[src/rtl/nacid_pkg.sv]
// Shared types and constants for the nucleic-acid sequencer: FSM states,
// valve polarity, and the six-phase peristaltic pump pattern.
package nacid_pkg;

    typedef enum logic [2:0] {
        ST_IDLE,
        ST_LYSIS,
        ST_MIX,
        ST_TRAP,
        ST_WASH,
        ST_ELUTE,
        ST_COLLECT,
        ST_FLUSH
    } state_t;

    localparam logic VALVE_OPEN   = 1'b0;
    localparam logic VALVE_CLOSED = 1'b1;

    localparam int         PHASES    = 6;
    localparam logic [2:0] PUMP_IDLE = 3'b111;

    typedef struct packed {
        logic lysis;
        logic wash;
        logic elute;
        logic vertical;
        logic horiz;
        logic loop_exit;
        logic bead_vtl;
        logic bead_trap;
        logic waste;
    } valve_t;

    // Phase pattern table, pump[2:0] for phase index 0..5.
    function automatic logic [2:0] pump_pattern(input logic [2:0] idx);
        logic [2:0] p;
        case (idx)
            3'd0:    p = 3'b011;
            3'd1:    p = 3'b001;
            3'd2:    p = 3'b101;
            3'd3:    p = 3'b100;
            3'd4:    p = 3'b110;
            3'd5:    p = 3'b010;
            default: p = PUMP_IDLE;
        endcase
        return p;
    endfunction

    // Valves opened in each state; everything else stays pressurised.
    function automatic valve_t valves_for(input state_t s);
        valve_t v;
        v = '1;
        case (s)
            ST_LYSIS: begin
                v.lysis    = VALVE_OPEN;
                v.vertical = VALVE_OPEN;
            end
            ST_MIX: begin
                v.horiz     = VALVE_OPEN;
                v.loop_exit = VALVE_OPEN;
            end
            ST_TRAP: v.bead_vtl = VALVE_OPEN;
            ST_WASH, ST_FLUSH: begin
                v.wash     = VALVE_OPEN;
                v.vertical = VALVE_OPEN;
                v.waste    = VALVE_OPEN;
            end
            ST_ELUTE: begin
                v.elute    = VALVE_OPEN;
                v.vertical = VALVE_OPEN;
                v.waste    = VALVE_OPEN;
            end
            ST_COLLECT: begin
                v.elute    = VALVE_OPEN;
                v.vertical = VALVE_OPEN;
            end
            default: v = '1;
        endcase
        return v;
    endfunction

endpackage

[src/rtl/nucleic_acid_sequencer_peristaltic_phase_gen.sv]
// Peristaltic pump sequencer: PUMP_DIV divider, phase index and revolution
// count. Pump output is registered and aligned with the FSM state register.
module peristaltic_phase_gen
    import nacid_pkg::*;
#(
    parameter int CNT_W    = 16,
    parameter int PUMP_DIV = 8
) (
    input  logic             clk,
    input  logic             rst,
    input  logic             run,
    input  logic             active,
    input  logic             hold,
    input  logic [CNT_W-1:0] revs,
    output logic [2:0]       pump,
    output logic             rev_done
);

    logic [7:0]       div_q, div_d;
    logic [2:0]       phase_q, phase_d;
    logic [CNT_W-1:0] rev_q, rev_d;
    logic [2:0]       pump_q, pump_d;
    logic [CNT_W-1:0] rev_target;
    logic             div_wrap, phase_wrap;

    always_comb begin
        rev_target = (revs == '0) ? CNT_W'(1) : revs;
        div_wrap   = (div_q == 8'(PUMP_DIV - 1));
        phase_wrap = (phase_q == 3'(PHASES - 1));
        rev_done   = active && div_wrap && phase_wrap && (rev_q == rev_target - 1'b1);

        div_d   = div_q;
        phase_d = phase_q;
        rev_d   = rev_q;
        pump_d  = pump_q;
        if (!run) begin
            div_d   = '0;
            phase_d = '0;
            rev_d   = '0;
            pump_d  = PUMP_IDLE;
        end else if (!active) begin
            // First MIX cycle: start at phase 0 with a fresh divider.
            div_d   = '0;
            phase_d = '0;
            rev_d   = '0;
            pump_d  = pump_pattern(3'd0);
        end else if (!hold) begin
            if (div_wrap) begin
                div_d   = '0;
                phase_d = phase_wrap ? 3'd0 : phase_q + 3'd1;
                if (phase_wrap) rev_d = rev_q + 1'b1;
                pump_d  = pump_pattern(phase_d);
            end else begin
                div_d = div_q + 8'd1;
            end
        end
    end

    always_ff @(posedge clk or posedge rst) begin
        if (rst) begin
            div_q   <= '0;
            phase_q <= '0;
            rev_q   <= '0;
            pump_q  <= PUMP_IDLE;
        end else begin
            div_q   <= div_d;
            phase_q <= phase_d;
            rev_q   <= rev_d;
            pump_q  <= pump_d;
        end
    end

    assign pump = pump_q;

endmodule

[src/rtl/nucleic_acid_sequencer.sv]
// Protocol FSM for the nucleic-acid extraction reactor: step timing, valves
// and per-channel collection. Optional pause input under NACID_PAUSE_EN.
module nucleic_acid_sequencer
    import nacid_pkg::*;
#(
    parameter int N_CH     = 4,
    parameter int CNT_W    = 16,
    parameter int PUMP_DIV = 8
) (
    input  logic             clk,
    input  logic             rst,
    input  logic             start,
    input  logic             abort,
`ifdef NACID_PAUSE_EN
    input  logic             pause,
`endif
    input  logic [CNT_W-1:0] lysis_len,
    input  logic [CNT_W-1:0] mix_revs,
    input  logic [CNT_W-1:0] wash_len,
    input  logic [CNT_W-1:0] elute_len,
    input  logic [CNT_W-1:0] collect_len,
    output logic             busy,
    output logic             done,
    output logic             aborted,
    output logic             lysis_ctl,
    output logic             wash_ctl,
    output logic             elute_ctl,
    output logic             vertical_ctl,
    output logic             horiz_ctl,
    output logic             loop_exit_ctl,
    output logic             bead_vtl_ctl,
    output logic             bead_trap_ctl,
    output logic             waste_ctl,
    output logic [2:0]       pump,
    output logic [N_CH-1:0]  collect_ctl,
    output logic [2:0]       state
);

    localparam int CH_W = (N_CH > 1) ? $clog2(N_CH) : 1;
    // Bead settling in TRAP has no length input; it lasts one pump revolution period.
    localparam logic [CNT_W-1:0] TRAP_LEN = CNT_W'(PHASES * PUMP_DIV);

    state_t           state_q, state_d;
    logic [CNT_W-1:0] cnt_q, cnt_d;
    logic [CH_W-1:0]  ch_q, ch_d;
    logic             gap_q, gap_d;
    valve_t           vlv_q, vlv_d;
    logic [N_CH-1:0]  coll_q, coll_d;
    logic             busy_q, busy_d;
    logic             done_q, done_d;
    logic             aborted_q, aborted_d;
    logic             expire, abort_go, hold, rev_done;

    function automatic logic [CNT_W-1:0] eff_len(input logic [CNT_W-1:0] l);
        return (l == '0) ? CNT_W'(1) : l;
    endfunction

    assign expire   = (cnt_q == CNT_W'(1));
    assign abort_go = abort && (state_q != ST_IDLE) && (state_q != ST_FLUSH);
`ifdef NACID_PAUSE_EN
    assign hold = pause && !abort_go;
`else
    assign hold = 1'b0;
`endif

    always_comb begin
        state_d   = state_q;
        cnt_d     = (cnt_q != '0) ? cnt_q - 1'b1 : '0;
        ch_d      = ch_q;
        gap_d     = gap_q;
        done_d    = 1'b0;
        aborted_d = 1'b0;
        if (hold) begin
            cnt_d = cnt_q;
        end else if (abort_go) begin
            state_d = ST_FLUSH;
            cnt_d   = eff_len(wash_len);
            ch_d    = '0;
            gap_d   = 1'b0;
        end else begin
            case (state_q)
                ST_IDLE: if (start) begin
                    state_d = ST_LYSIS;
                    cnt_d   = eff_len(lysis_len);
                end
                ST_LYSIS: if (expire) state_d = ST_MIX;
                ST_MIX: if (rev_done) begin
                    state_d = ST_TRAP;
                    cnt_d   = TRAP_LEN;
                end
                ST_TRAP: if (expire) begin
                    state_d = ST_WASH;
                    cnt_d   = eff_len(wash_len);
                end
                ST_WASH: if (expire) begin
                    state_d = ST_ELUTE;
                    cnt_d   = eff_len(elute_len);
                end
                ST_ELUTE: if (expire) begin
                    state_d = ST_COLLECT;
                    cnt_d   = eff_len(collect_len);
                    ch_d    = '0;
                    gap_d   = 1'b0;
                end
                ST_COLLECT: begin
                    // One all-closed cycle separates consecutive channels.
                    if (gap_q) begin
                        gap_d = 1'b0;
                        ch_d  = ch_q + 1'b1;
                        cnt_d = eff_len(collect_len);
                    end else if (expire) begin
                        if (ch_q == CH_W'(N_CH - 1)) begin
                            state_d = ST_IDLE;
                            ch_d    = '0;
                            done_d  = 1'b1;
                        end else begin
                            gap_d = 1'b1;
                        end
                    end
                end
                ST_FLUSH: if (expire) begin
                    state_d   = ST_IDLE;
                    aborted_d = 1'b1;
                end
                default: state_d = ST_IDLE;
            endcase
        end

        vlv_d  = valves_for(state_d);
        coll_d = '1;
        if (state_d == ST_COLLECT && !gap_d) coll_d[ch_d] = VALVE_OPEN;
        busy_d = (state_d != ST_IDLE);
    end

    always_ff @(posedge clk or posedge rst) begin
        if (rst) begin
            state_q   <= ST_IDLE;
            cnt_q     <= '0;
            ch_q      <= '0;
            gap_q     <= 1'b0;
            vlv_q     <= '1;
            coll_q    <= '1;
            busy_q    <= 1'b0;
            done_q    <= 1'b0;
            aborted_q <= 1'b0;
        end else begin
            state_q   <= state_d;
            cnt_q     <= cnt_d;
            ch_q      <= ch_d;
            gap_q     <= gap_d;
            vlv_q     <= vlv_d;
            coll_q    <= coll_d;
            busy_q    <= busy_d;
            done_q    <= done_d;
            aborted_q <= aborted_d;
        end
    end

    peristaltic_phase_gen #(
        .CNT_W    (CNT_W),
        .PUMP_DIV (PUMP_DIV)
    ) u_pump (
        .clk      (clk),
        .rst      (rst),
        .run      (state_d == ST_MIX),
        .active   (state_q == ST_MIX),
        .hold     (hold),
        .revs     (mix_revs),
        .pump     (pump),
        .rev_done (rev_done)
    );

    assign busy          = busy_q;
    assign done          = done_q;
    assign aborted       = aborted_q;
    assign lysis_ctl     = vlv_q.lysis;
    assign wash_ctl      = vlv_q.wash;
    assign elute_ctl     = vlv_q.elute;
    assign vertical_ctl  = vlv_q.vertical;
    assign horiz_ctl     = vlv_q.horiz;
    assign loop_exit_ctl = vlv_q.loop_exit;
    assign bead_vtl_ctl  = vlv_q.bead_vtl;
    assign bead_trap_ctl = vlv_q.bead_trap;
    assign waste_ctl     = vlv_q.waste;
    assign collect_ctl   = coll_q;
    assign state         = state_q;

endmodule
[config.mk]
export PLATFORM = sky130hd
export DESIGN_NAME = nucleic_acid_sequencer
export DESIGN_NICKNAME = d
export VERILOG_FILES = /design/src/rtl/nacid_pkg.sv /design/src/rtl/nucleic_acid_sequencer_peristaltic_phase_gen.sv /design/src/rtl/nucleic_acid_sequencer.sv
export SDC_FILE = /design/constraint.sdc
export NUM_CORES = 1
export LEC_CHECK = 0
export BUFFER_PORTS_ARGS = -buffer_cell sky130_fd_sc_hd__buf_2
export CORE_ASPECT_RATIO = 1.5
export CORE_MARGIN = 8
export CORE_UTILIZATION = 35
export DETAILED_ROUTE_END_ITERATION = 8
export PLACE_DENSITY = 0.56
export SLEW_MARGIN = 10
export SYNTH_ARGS = -nofsm -noshare
export SYNTH_HDL_FRONTEND = slang
export SYNTH_SLANG_ARGS = --single-unit
[constraint.sdc]
create_clock -name clk -period 9 [get_ports clk]
set_clock_uncertainty 0.2 [all_clocks]
set_input_delay 0 -clock clk [delete_from_list [all_inputs] [get_ports clk]]
set_output_delay 0 -clock clk [all_outputs]
set_load 0.1 [all_outputs]
---- After elaboration in Yosys (flattened, before gate mapping) ----
Cells that the tools add are included.
W data, S select, Z words.
word-level totals
  input bits .............................. 84
  word-level logic and storage cells ...... 150
  flip-flop bits (word level) ............. 67
  output and inout bits ................... 22
operators by class
  reduce and logical (&&, ||, !) cells .... 23
  bitwise logic cells ..................... 1
  order comparisons ....................... 2
  add/sub/neg operators ................... 6
  muxes and demuxes ....................... 71
  eq/ne operators ......................... 27
operators with widths
  kind                     number
  $mux W16                 17
  $pmux W16 S6             1
  $logic_not A16 Y1        5
  $mux W3                  18
  $eq A3 B3 Y1 const B     11
  $sub A16 B1 Y16 const B  2
  $mux W8                  3
  $pmux W3 S8              1
  $mux W1                  20
  $eq A3 B2 Y1 const B     6
  $pmux W3 S6              1
  $add A16 B1 Y16 const B  1
  $eq A16 B1 Y1 const B    1
  $eq A16 B16 Y1           1
  $reduce_bool A16 Y1      1
  $mux W2                  6
  $eq A3 B1 Y1 const B     3
  $ne A3 B3 Y1 const B     3
  $add A8 B1 Y8 const B    1
  $eq A8 B3 Y1 const B     1
  $logic_and A1 B1 Y1      7
  $logic_not A3 Y1         2
  $reduce_bool A3 Y1       2
  $reduce_or A5 Y1         1
  14 further kinds         15

---- Logic depth before layout (Yosys ltp) ----
  depth after elaboration ................. 12
  depth in mapped cells ................... 15

---- Cells and area by module ----
Synthesis repeated with hierarchy kept, for this count alone.
second synthesis, totals
  cell total of the unflattened synthesis .. 678
  area, all modules ....................... 5491.5 um2
modules (own cells, without submodules)
  module                  cells an instance  seq. area each (um2)  times used  area an instance (um2)
  nucleic_acid_sequencer  429                914.6                 1           3363.2
  peristaltic_phase_gen   249                754.5                 1           2128.3

---- Least setup slack after synthesis ----
OpenSTA, ideal clock, no wires.
  kind .................................... register to register
  start point ............................. register state_q[1], in the netlist state[1]
  end point ............................... register vlv_q (netlist bit elute_ctl)
  path buffers ............................ 0
  arrival time ............................ 3.019 ns
  setup slack ............................. 5.698 ns
  stages on the path, launching flop included .. 9
  period minus slack after synthesis ...... 3.302 ns
  path through ............................ dfrtp_1 or3b_2 a211oi_1 o2111ai_1 nor3_1 nand4_1 o31a_2 inv_2 mux2_2
RTL lines
  item                    RTL line                       RTL
  from (decl)             nucleic_acid_sequencer.sv:43   state_t state_q, state_d;
  from (signal assigned)  nucleic_acid_sequencer.sv:147  state_q <= state_d;
  to (signal assigned)    nucleic_acid_sequencer.sv:151  vlv_q <= vlv_d;
  to (decl)               nucleic_acid_sequencer.sv:47   valve_t vlv_q, vlv_d;

---- Final worst setup path ----
  start point ............................. register cnt_q[9]
  end point ............................... register cnt_q[9]
on the way
  cells in the longest elaborated chain, start to end .. 5
  elaborated cells between the ends (all ways) .. 12
  classes of those cells .................. add/sub (1); eq/ne (1); mux (9); reduce/logical (1)
ends and longest elaborated chain
  item                                                           RTL line                       RTL
  from (decl)                                                    nucleic_acid_sequencer.sv:44   logic [CNT_W-1:0] cnt_q, cnt_d;
  from (signal assigned)                                         nucleic_acid_sequencer.sv:148  cnt_q <= cnt_d;
  $sub A16 B1 Y16 / $reduce_bool A16 Y1 (equally long branches)  nucleic_acid_sequencer.sv:68   cnt_d = (cnt_q != '0) ? cnt_q - 1'b1 : '0;
  $mux W16                                                       nucleic_acid_sequencer.sv:68
  $mux W16, or another cell as far along                         nucleic_acid_sequencer.sv:107  if (gap_q) begin
  $pmux W16 S6 (*)                                               nucleic_acid_sequencer.sv:81   case (state_q)
  $mux W16 (*)                                                   nucleic_acid_sequencer.sv:75   end else if (abort_go) begin
  named net cnt_d[9]                                             nucleic_acid_sequencer.sv:44
Mark *: on every way through the listed nets, which the timed path passes. The rest lies on a longest branch.
A chain may end at the register's enable or synchronous reset.

==> reports/qor.yml <==
nets: 858
drtIter0Drc: 398
sw_frac_of_total_pct: 38.89
grt_max_degree: 67
cts_buffers: 9
synth_ff_type: "dfrtp_1"
clkLatencyLatePin_ps: 340
synth_enable_flop_cells: 0
syn-mean-instance-area_sq_um: 8.174
syn_inst: 644
sequentialPowerShare_pct: 31.6
timing.setup.tns_ps: 0
critPathKind: "register to register"
dp.cells: 924
worst_pin_slew_ps: 1081
antenna_left: 0
setup_violations: 0
h-tree-depth: 3
peakVddDrop_mv: 0.07168
gp_congestion: 1.040
period_share_pct: 51.65
outcome: "finished, final reports clean"
die_h_microns: 166.2
wirelength_mm: 20.58
ios: 106
fin_crit_ps: 4648
synth_seq_area_share_pct: 31.71
placed_area_sq_mm: 0.005958
power_switching_uw: 490.0
utilization_pct: 43.93
tritoncts: "done"
clockPowerShare_pct: 28.8
final_cell_mix: "buf_2, nor2_1, nand2_1"
required_ps: 9020
start_util_pct: 35.25
p_total_uw: 1260
start_kind: "register"
viasPerCell: 5.962
row_count: 55
postCtsSetupBuffers: 0
stdcell_count: 970
overflow: 0
path_delay_family: "simple AND/OR/NAND/NOR gates"
clock_path_buffers: 2
cp_slowest_stage_delay_ps: 840
dieWidth_microns: 116.1
slew_viol_final: 0
cp_slowest_cell: "nor2_1"
route.vias.total: 5783
p_leak_uw: 0.002571
antenna_found_initial: 0
timing.critical_path.buf_inv: 1
rsz0062_at_grt: "false"
synth_nets: 736
synthToLayoutAreaGrowth_pct: 24.63
worstHoldPathType: "input port to register"
cts.sinks: 66
clkTransAtPathRegs_ps: 60
p_comb_share_pct: 39.7
dp_hpwl_mm: 15.51
crit_arrival_ps: 4670
core_sq_mm: 0.01493
yosys.cell_types.count: 78
yosysWarnings: 0
first_pass_iters: 7
final_area_sq_mm: 0.006560
clock.fmax_mhz: 215.1
die-area_sq_mm: 0.01930
drt-wirelength-per-cell_microns: 21.22
yosysTopAreaCellShare_pct: 24.72
cp_max_fo: 11
hold_violations: 0
diodes: 0
clockRootBuffer: "clkbuf_16"
cp_cell_sequence: "nor4_1 > nand4_1 > nor2_1 > a22oi_1 > o21ai_0 > o311ai_0 > o22a_1 > dlygate4sd3_1"
setup.worst_path.end_class: "register"
drc: 0
port_buffers: 104
grt.total_usage_pct: 21.59
netlist.top_cell.by_area: "dfrtp_1"
drive_gt1_share_pct: 22.18
powerDensity_mw_per_mm2: 192.1
async_flop_share_pct: 100.0
grt_pass1_wl_mm: 32.48
synth.top_cells.by_area: "dfrtp_1, dfstp_2, nor2_1"
final_common_cell: "buf_2"
synth-seq-cells: 66
relSlewSlack_pct: 27.74
internal_power_uw: 769.9
drv_cap: 0
netlist_area_sq_mm: 0.005264
grt_pass1_vias: 6094
-- sequential cells by signal, indices dropped and copies added (netlist names), 2 cells and up --
register and count:
u_pump.rev_q 16, collect_ctl 4, state 3, u_pump.phase_q 3, cnt_q 16, u_pump.div_q 8
ch_q 2, u_pump.pump 3
-- cell families after synthesis --
kind of cell	count (synthesis)	share of synthesized area [%]
other	1	0.07124
AND/OR/NAND/NOR	294	29.19
adder cells (fa/ha/maj)	8	1.902
buffers and inverters	55	4.516
AO/OA/AOI/OAI	165	23.15
flip-flops	66	31.71
XOR/XNOR	45	7.488
multiplexers	10	1.973
-- metal layers --
| metal | part of all wire [%] | track usage [%] | up-vias | routed length [microns] |
|---|---|---|---|---|
| met5 | 0 | 0 | - | 0 |
| met2 | 50 | 36.64 | 252 | 10310 |
| met1 | 38 | 22.94 | 2773 | 7719 |
| li1 | - | - | 2694 | - |
| met4 | 5.9 | 15.13 | 0 | 1211 |
| met3 | 6.5 | 4.623 | 64 | 1338 |
-- per-stage QoR --
| step | setup WS, ps | hold WS [ps] |
|---|---|---|
| floorplan | 5698 | -128.7 |
| global placement | 4893 | 72.47 |
| detailed placement | 4784 | 75.38 |
| CTS | 4561 | 33.71 |
| global route | 4195 | 77.23 |
| finish | 4352 | 32.40 |
-- worst min-delay path: cells and delay by family --
kind | cells | cell delay, ps
buffers and inverters | 1 | 90
AO/OA/AOI/OAI | 4 | 420
-- cells in the mapped netlist, types with 4 or more instances --
| cell | count |
|---|---|
| mux2i_1 | 7 |
| and2_1 | 4 |
| nor2_1 | 73 |
| a211oi_1 | 6 |
| o22a_1 | 9 |
| inv_1 | 20 |
| or3_1 | 6 |
| nor4_1 | 32 |
| nand4b_1 | 4 |
| o21ai_0 | 21 |
| o22ai_1 | 6 |
| xor2_1 | 18 |
| xnor2_1 | 27 |
| nand2_1 | 53 |
| a41oi_1 | 4 |
| nor2b_1 | 6 |
| nand3_1 | 21 |
| a221oi_1 | 10 |
| clkbuf_1 | 25 |
| dfstp_2 | 14 |
| o31ai_1 | 5 |
| and4_1 | 5 |
| dfrtp_1 | 52 |
| nand4_1 | 15 |
| a221o_1 | 11 |
| ha_1 | 8 |
| a21oi_1 | 35 |
| or4_4 | 4 |
| and3_1 | 5 |
| a31oi_1 | 9 |
| nand2b_1 | 11 |
| nor3_1 | 37 |
-- final timing paths --
path | startpoint | end | slack (ps) | cells after the start
max | cnt_q[9] | cnt_q[9] | 4350 | 8
min | lysis_len[5] | cnt_q[5] | 30 | 5
max reg2reg | cnt_q[9] | cnt_q[9] | 4350 | 8
min reg2reg | u_pump.div_q[0] | u_pump.div_q[0] | 330 | 1
max in group asynchronous | rst | done | 7760 | 4
min in group asynchronous | rst | cnt_q[5] | 250 | 4
-- repair_timing --
action                                 in CTS  in global routing
hold buffers                               30                  0
endpoints found under the hold margin      72                  0
setup endpoints to repair                   0                  0
gates resized for setup                     0                  0
-- power by group through the flow --
| stage | Sequential (uW) | Combinational [uW] | Clock (uW) |
|---|---|---|---|
| 4_1_cts | 395 | 491 | 371 |
| 6_report | 398 | 500 | 363 |
| 2_1_floorplan | 421 | 276 | 0 |
| 3_5_place_dp | 398 | 443 | 0 |
| 5_1_grt | 402 | 539 | 380 |
| 3_3_place_gp | 398 | 442 | 0 |
-- final cells by class --
cell class              count  area, sq um
clock buffers               9        225.2
clock inverters             7        76.32
well taps                 199        249.0
fillers                  1532         8373
inverters                  22        82.58
flip-flops and latches     66         1669
repair buffers            144        895.9
multi-input cells         523         3362
No activity file was read; power rests on OpenSTA's default activity.
